`config.mk`:
```
export PLATFORM = sky130hd
export DESIGN_NAME = alu_arbiter
export DESIGN_NICKNAME = d
export VERILOG_FILES = /design/src/rtl/alu_arbiter.sv
export SDC_FILE = /design/constraint.sdc
export NUM_CORES = 1
export LEC_CHECK = 0
export ABC_AREA = 1
export ABC_CLOCK_PERIOD_IN_PS = 2100
export CORE_UTILIZATION = 43
export CTS_BUF_LIST = sky130_fd_sc_hd__clkbuf_16
export DETAILED_ROUTE_END_ITERATION = 16
export HOLD_SLACK_MARGIN = 0.02
export PLACE_DENSITY = 0.89
export SLEW_MARGIN = 20
export SYNTH_ARGS = -nofsm -noshare
export SYNTH_HDL_FRONTEND = slang
export SYNTH_SLANG_ARGS = --single-unit
```
`constraint.sdc`:
```
create_clock -name clk -period 2.1 [get_ports clk]
set_input_delay 0.315 -clock clk [delete_from_list [all_inputs] [get_ports clk]]
set_output_delay 0.315 -clock clk [all_outputs]
set_load 0.005 [all_outputs]
```
`src/rtl/alu_arbiter.sv`:
```
// Round-robin arbiter and sequencer for the shared ALU: two requesters, one
// transaction in flight, registered operands and a backpressured response.
module alu_arbiter #(
    parameter int WIDTH = 32,
    parameter int CNT_W = 16
) (
    input  logic             clk,
    input  logic             rst_n,
    input  logic             req0_valid,
    output logic             req0_ready,
    input  logic [WIDTH-1:0] req0_a,
    input  logic [WIDTH-1:0] req0_b,
    input  logic [1:0]       req0_op,
    input  logic             req1_valid,
    output logic             req1_ready,
    input  logic [WIDTH-1:0] req1_a,
    input  logic [WIDTH-1:0] req1_b,
    input  logic [1:0]       req1_op,
    output logic             rsp0_valid,
    input  logic             rsp0_ready,
    output logic             rsp1_valid,
    input  logic             rsp1_ready,
    output logic [WIDTH-1:0] rsp_result,
    output logic             rsp_zero,
    output logic [WIDTH-1:0] alu_a,
    output logic [WIDTH-1:0] alu_b,
    output logic [1:0]       alu_op,
    input  logic [WIDTH-1:0] alu_result,
    output logic             busy,
    output logic [CNT_W-1:0] op_count
);

    // Handshakes: a request transfers on an edge where reqN_valid & reqN_ready;
    // a response transfers where rsp[owner]_valid & rsp[owner]_ready. A valid
    // once raised stays high until its transfer; ready may be low any cycle.
    typedef enum logic [1:0] {
        IDLE = 2'd0,
        EXEC = 2'd1,
        RESP = 2'd2
    } state_t;

    state_t state;
    logic   last_grant;
    logic   owner;
    logic   grant0;
    logic   grant1;
    logic   accept;
    logic   rsp_take;

    // On a tie the port that did not win last time is served.
    assign grant0 = req0_valid & (~req1_valid | last_grant);
    assign grant1 = req1_valid & (~req0_valid | ~last_grant);

    assign req0_ready = (state == IDLE) & grant0;
    assign req1_ready = (state == IDLE) & grant1;
    assign accept     = (req0_valid & req0_ready) | (req1_valid & req1_ready);
    assign rsp_take   = owner ? (rsp1_valid & rsp1_ready) : (rsp0_valid & rsp0_ready);
    assign busy       = (state != IDLE);

    always_ff @(posedge clk or negedge rst_n) begin
        if (!rst_n) begin
            state      <= IDLE;
            last_grant <= 1'b1;
            owner      <= 1'b0;
            rsp0_valid <= 1'b0;
            rsp1_valid <= 1'b0;
            rsp_result <= '0;
            rsp_zero   <= 1'b0;
            alu_a      <= '0;
            alu_b      <= '0;
            alu_op     <= 2'b00;
            op_count   <= '0;
        end else begin
            case (state)
                IDLE: begin
                    if (accept) begin
                        alu_a      <= grant1 ? req1_a  : req0_a;
                        alu_b      <= grant1 ? req1_b  : req0_b;
                        alu_op     <= grant1 ? req1_op : req0_op;
                        owner      <= grant1;
                        last_grant <= grant1;
                        state      <= EXEC;
                    end
                end
                EXEC: begin
                    // alu_* have been stable for this whole cycle; sample the result.
                    rsp_result <= alu_result;
                    rsp_zero   <= (alu_result == '0);
                    if (owner) rsp1_valid <= 1'b1;
                    else       rsp0_valid <= 1'b1;
                    state <= RESP;
                end
                RESP: begin
                    if (rsp_take) begin
                        rsp0_valid <= 1'b0;
                        rsp1_valid <= 1'b0;
                        op_count   <= op_count + {{(CNT_W-1){1'b0}}, 1'b1};
                        state      <= IDLE;
                    end
                end
                default: state <= IDLE;
            endcase
        end
    end

endmodule

```
# [Yosys cells after proc, flatten, opt, wreduce, memory -nomap -nowiden]
# Index checks and enable logic that the tools add are counted.
[word_totals] reg_bits=121 input_bits=170 output_inout_bits=120 word_cells=53
[op_classes] addsub=1 n_eq_ne=6 n_mux=12 n_bitwise=14 reduce_logical=9
[ops] operator="32-bit 2-to-1 mux" count=2
[ops] operator="32-bit logical NOT" count=1
[ops] operator="16-bit by 1-bit adder with 16-bit output (second input constant)" count=1
[ops] operator="1-bit AND" count=8
[ops] operator="2-bit inequality test (second input constant)" count=4
[ops] operator="2-bit 2-to-1 mux" count=3
[ops] operator="2-bit case mux with 3 select lines" count=1
[ops] operator="2-bit AND reduction" count=3
[ops] operator="3-bit AND reduction" count=2
[ops] operator="1-bit 2-to-1 mux" count=4
[ops] operator="1-bit case mux with 2 select lines" count=2
[ops] operator="2-bit nonzero test" count=2
[ops] operator="1-bit NOT" count=3
[ops] operator="1-bit OR" count=3
[ops] operator="2-bit by 1-bit == test with 1-bit output (second input constant)" count=1
[ops] operator="2-bit == test (second input constant)" count=1
[ops] operator="2-bit logical NOT" count=1

# [Logic depth before layout (Yosys ltp)]
[logic_depth] ltp_word=8 ltp_mapped=8 ltp_nobuf=8

# [Least setup slack after synthesis]
# OpenSTA, ideal clock, no wires.
[synth_path] kind="register -> register" startpoint="register last_grant" endpoint="register alu_a[0]" setup_ps=130 arrival_time_ps=1191 required_time_ps=1970 path_slack_ps=779 path_stages_with_launch=8 path_buffers=2 synth_period_minus_slack_ps=1321 cell_sequence="dfstp_2 inv_1 nand2_1 nand3_1 nand2_2 buf_4 buf_2 a31oi_1"
[synth_via] elab_chain_cells=7 word_cells_on_any_way=12 cone_classes="mux: 1; bitwise: 10; reduce/logical: 1"
[synth_rtl] item="from (decl)" line="43" rtl="logic last_grant;"
[synth_rtl] item="from (signal assigned)" line="81" rtl="last_grant <= grant1;"
[synth_rtl] item="1-bit NOT" line="52" rtl="assign grant1 = req1_valid & (~req0_valid | ~last_grant);"
[synth_rtl] item="1-bit OR" line="52"
[synth_rtl] item="1-bit AND" line="52"
[synth_rtl] item="1-bit AND" line="55" rtl="assign req1_ready = (state == IDLE) & grant1;"
[synth_rtl] item="1-bit AND" line="56" rtl="assign accept = (req0_valid & req0_ready) | (req1_valid & req1_ready);"
[synth_rtl] item="1-bit OR" line="56"
[synth_rtl] item="2-bit AND reduction (no line)"
[synth_rtl] item="to (signal assigned)" line="77" rtl="alu_a <= grant1 ? req1_a : req0_a;"
[synth_rtl] item="to (decl)" line="25" rtl="output logic [WIDTH-1:0] alu_a,"
# Parallel ways exist; a longest one is shown, timed or not.
# A chain may end at the register's enable or synchronous reset.

# [Worst setup path after layout]
[layout_path] startpoint="register state[0]" endpoint="output req1_ready"
[layout_via] elab_chain_cells=2
[layout_rtl] item="from (decl)" line="42" rtl="state_t state;"
[layout_rtl] item="from (signal assigned)" line="62" rtl="state <= IDLE;"
[layout_rtl] item="from (signal assigned)" line="82" rtl="state <= EXEC;"
[layout_rtl] item="from (signal assigned)" line="91" rtl="state <= RESP;"
[layout_rtl] item="2-bit logical NOT" line="55"
[layout_rtl] item="1-bit AND" line="55"
[layout_rtl] item="to (decl)" line="15" rtl="output logic req1_ready,"
# Every way passes these cells.

==> results by group <==
Cells and area
  • Area occupied by multi-input gates: between 2000 and 2500 sq um
  • Final #Nets: approximately 1100
  • Post-layout util: around three quarters
  • Fill cell count: 881
  • Area delta synth->final: 66.95%
  • Storage cell area: 3029 sq um
  • Share of cells above drive strength 1: 5.771%
  • Diodes inserted: 0

Logic synthesis
  • Register area share after synthesis: between 50 and 60%
  • Synthesis Warnings: 0
  • Largest area contributor in the netlist: dfrtp_1
  • Cells after Synth: 662
  • Synthesized area: roughly 5500 sq um
  • Yosys reg bits: 121
  • Syn Area/Cell: roughly 8.3 sq um
  • Syn_nets: between 800 and 900
  • Unique masters post-synth: 22
  • Synth top area cells: dfrtp_1, nand2_1, a31oi_1
  • Top-area cell type share of the netlist area: 54.60%

Floorplanning
  • I/O pin total: between 200 and 300
  • Die height: about 120 microns
  • Die area: around 13000 sq um
  • Core area: roughly 12000 sq um
  • Core Rows: 40
  • Die width: 115.1 microns
  • Starting Density: 44.86%

Power
  • PD cells: around 1300 nW/um^2
  • Total power: between 0.01 and 0.015 W
  • Sequential Power Share: 33.2%
  • Clock group share of total power: 24.3%
  • Switching Share: between 30% and 40%
  • Peak VDD IR: ~0.00063 V
  • Int Power: 0.008130 W
  • Logic pwr share: 42.5%
  • Leak: approximately 4 nW
  • NetSw: 0.004020 W

Routing
  • Post-Route WL: 17.82 mm
  • Vias per cell: around 5.1
  • Vias: 5769
  • ANT nets after route: 0
  • Drt first pass iters: 5
  • Initial detailed-routing violation count: approximately 420
  • DRC Markers: 0
  • Wire per inst: around 16 microns

Clock network
  • # H-tree levels: 4
  • Clock-pin slew of the registers on the worst-case setup and hold paths: around 50 ps
  • Clk sinks: between 100 and 150
  • CTS tree: done
  • CTS max path bufs: 2
  • CTS buffer count: 17
  • CTS root buf: clkbuf_16
  • Clock latency on the worst-skew pair: approximately 410 ps

STA
  • Min Hold Slack: approximately 310 ps
  • Minimum period implied by the final worst setup slack: 2042 ps
  • Final setup violating endpoints: 0
  • Final period utilization: a little over nine tenths
  • Final hold viol count: 0
  • Max-slew violations: 0
  • Max Clk Rate: 489.8 MHz
  • Slew headroom: between 50% and 60%
  • Clock Skew: between 10 and 15 ps
  • Worst Tran Pin Value: around 720 ps

Worst setup path
  • Worst EP arrival: approximately 1700 ps
  • Nature of the critical path startpoint: flop
  • CP max FO: 4
  • Kind of critical path: flop to output port
  • CP required: between 1500 and 2000 ps
  • CP endpoint kind: output port

GRT
  • Number of global-route vias before repair: between 5000 and 6000
  • Initial antenna violation count: 0
  • Pin count of the biggest net entering global routing: 67
  • Overflow after GRT: 0
  • GRT Util Overall: approximately 27%
  • First-pass GRT wire length: ~28 mm

Run status
  • Status: complete, no violations

Flow run
  • Max Cap Violations: 0

Hold path
  • HP Class: input pin to flop

Placement
  • DP Wirelength: about 13 mm
  • GPL Wtd Cong: roughly 0.9
  • I/O Buffers: about 290
[cells in the mapped netlist]
cell type and n:
a21oi_2 1, a31oi_1 66, buf_2 25, buf_4 3, buf_6 1, clkbuf_1 15, dfrtp_1 120, dfstp_2 1
ha_1 1, inv_1 26, nand2_1 188, nand2_2 2, nand3_1 76, nand3_2 1, nand3b_1 2, nand4_1 8
nor2_1 95, nor2_2 1, nor3_1 3, o21ai_0 17, xnor2_1 4, xor2_1 6
[registers in the layout, indices dropped and copies added, names as in the netlist]
register,flops
rsp0_valid,1
last_grant,1
rsp1_valid,1
alu_op,2
alu_a,32
state,2
owner,1
alu_b,32
rsp_result,32
rsp_zero,1
op_count,16
[through the flow]
| stage | cell area [sq um] | instances | setup WS, ps | setup TNS (ps) |
|---|---|---|---|---|
| 3_5_place_dp | 8553 | 1087 | 145.7 | 0 |
| 3_3_place_gp | 8553 | 1087 | 222.9 | 0 |
| 5_1_grt | 9183 | 1121 | -5.555 | -5.555 |
| 6_report | 9183 | 1121 | 58.27 | 0 |
| 4_1_cts | 9175 | 1120 | 16.78 | 0 |
| 2_1_floorplan | 5500 | 662 | 778.9 | 0 |
[logic make-up after synthesis]
logic type	after synthesis	share of synthesized area, %
simple gates	376	28.21
flops	121	55.07
compound gates	84	9.213
buf+inv	70	5.687
xor+xnor	10	1.592
fa+ha+maj	1	0.2274
[cell usage in the layout, fill, tap and decap left out, types with 2 or more instances in the layout]
cell type        synthesis  final
o21ai_0                 17     17
nand3_1                 76     75
a31oi_1                 66     66
xnor2_1                  4      4
xor2_1                   6      6
bufinv_16                0      3
clkbuf_16                0     17
clkinv_4                 0      5
clkinv_2                 0      3
clkinvlp_4               0      2
dfrtp_1                120    120
nor3_1                   3      3
nor2_1                  95     95
inv_1                   26     25
nand2_2                  2      2
nand3_2                  1      2
buf_4                    3      8
nand2_1                188    187
buf_12                   0      6
clkdlybuf4s50_1          0    287
nand3b_1                 2      2
nand4_1                  8      8
[final cells by class]
| class | count | area share, % |
|---|---|---|
| tap | 168 | 2.289 |
| multi-input combinational | 471 | 23.70 |
| clock buffer | 17 | 4.633 |
| inverter | 26 | 1.063 |
| timing repair buffer | 303 | 33.41 |
| sequential | 121 | 32.99 |
| clock inverter | 15 | 1.921 |
[what timing repair did]
| item | in CTS | in global routing |
|---|---|---|
| endpoints found under the setup margin | 1 | 1 |
| buffers inserted | 0 | 1 |
| hold endpoints to repair | 19 | 0 |
| hold buffers | 1 | 0 |
| gates resized for setup | 2 | 1 |
[final timing paths]
| kind | start | end | slack, ps | cells after the start |
|---|---|---|---|---|
| worst max-delay path | state[0] | req1_ready | 60 | 4 |
| worst min-delay path | req1_valid | alu_b[10] | 310 | 3 |
| worst max register to register | last_grant | alu_a[10] | 420 | 8 |
| worst min register to register | rsp_result[1] | rsp_result[1] | 470 | 2 |
| max in group asynchronous | rst_n | last_grant | 1140 | 3 |
| min in group asynchronous | rst_n | op_count[6] | 350 | 2 |
[worst max-delay path, stage by stage, from the launching register on]
cell and delay, ps:
dfrtp_1 420, nor2_4 190, nand3_2 150, inv_1 80, clkdlybuf4s50_1 490
[power groups by stage]
stage               combinational [W]  clock [W]  sequential, W
floorplan                     0.00206          0        0.00406
global placement              0.00503          0        0.00401
detailed placement            0.00515          0        0.00404
CTS                           0.00521    0.00300        0.00403
global route                  0.00567    0.00311        0.00415
finish                        0.00517    0.00295        0.00403
[layer usage]
| layer | vias to the layer above | track usage (%) | share of wire [%] |
|---|---|---|---|
| met5 | - | 0 | 0 |
| li1 | 2742 | - | - |
| met1 | 2728 | 29.49 | 37 |
| met3 | 46 | 8.856 | 8.4 |
| met2 | 253 | 48.11 | 52 |
| met4 | 0 | 13.07 | 3.1 |
(Power assumes the default switching activity.)
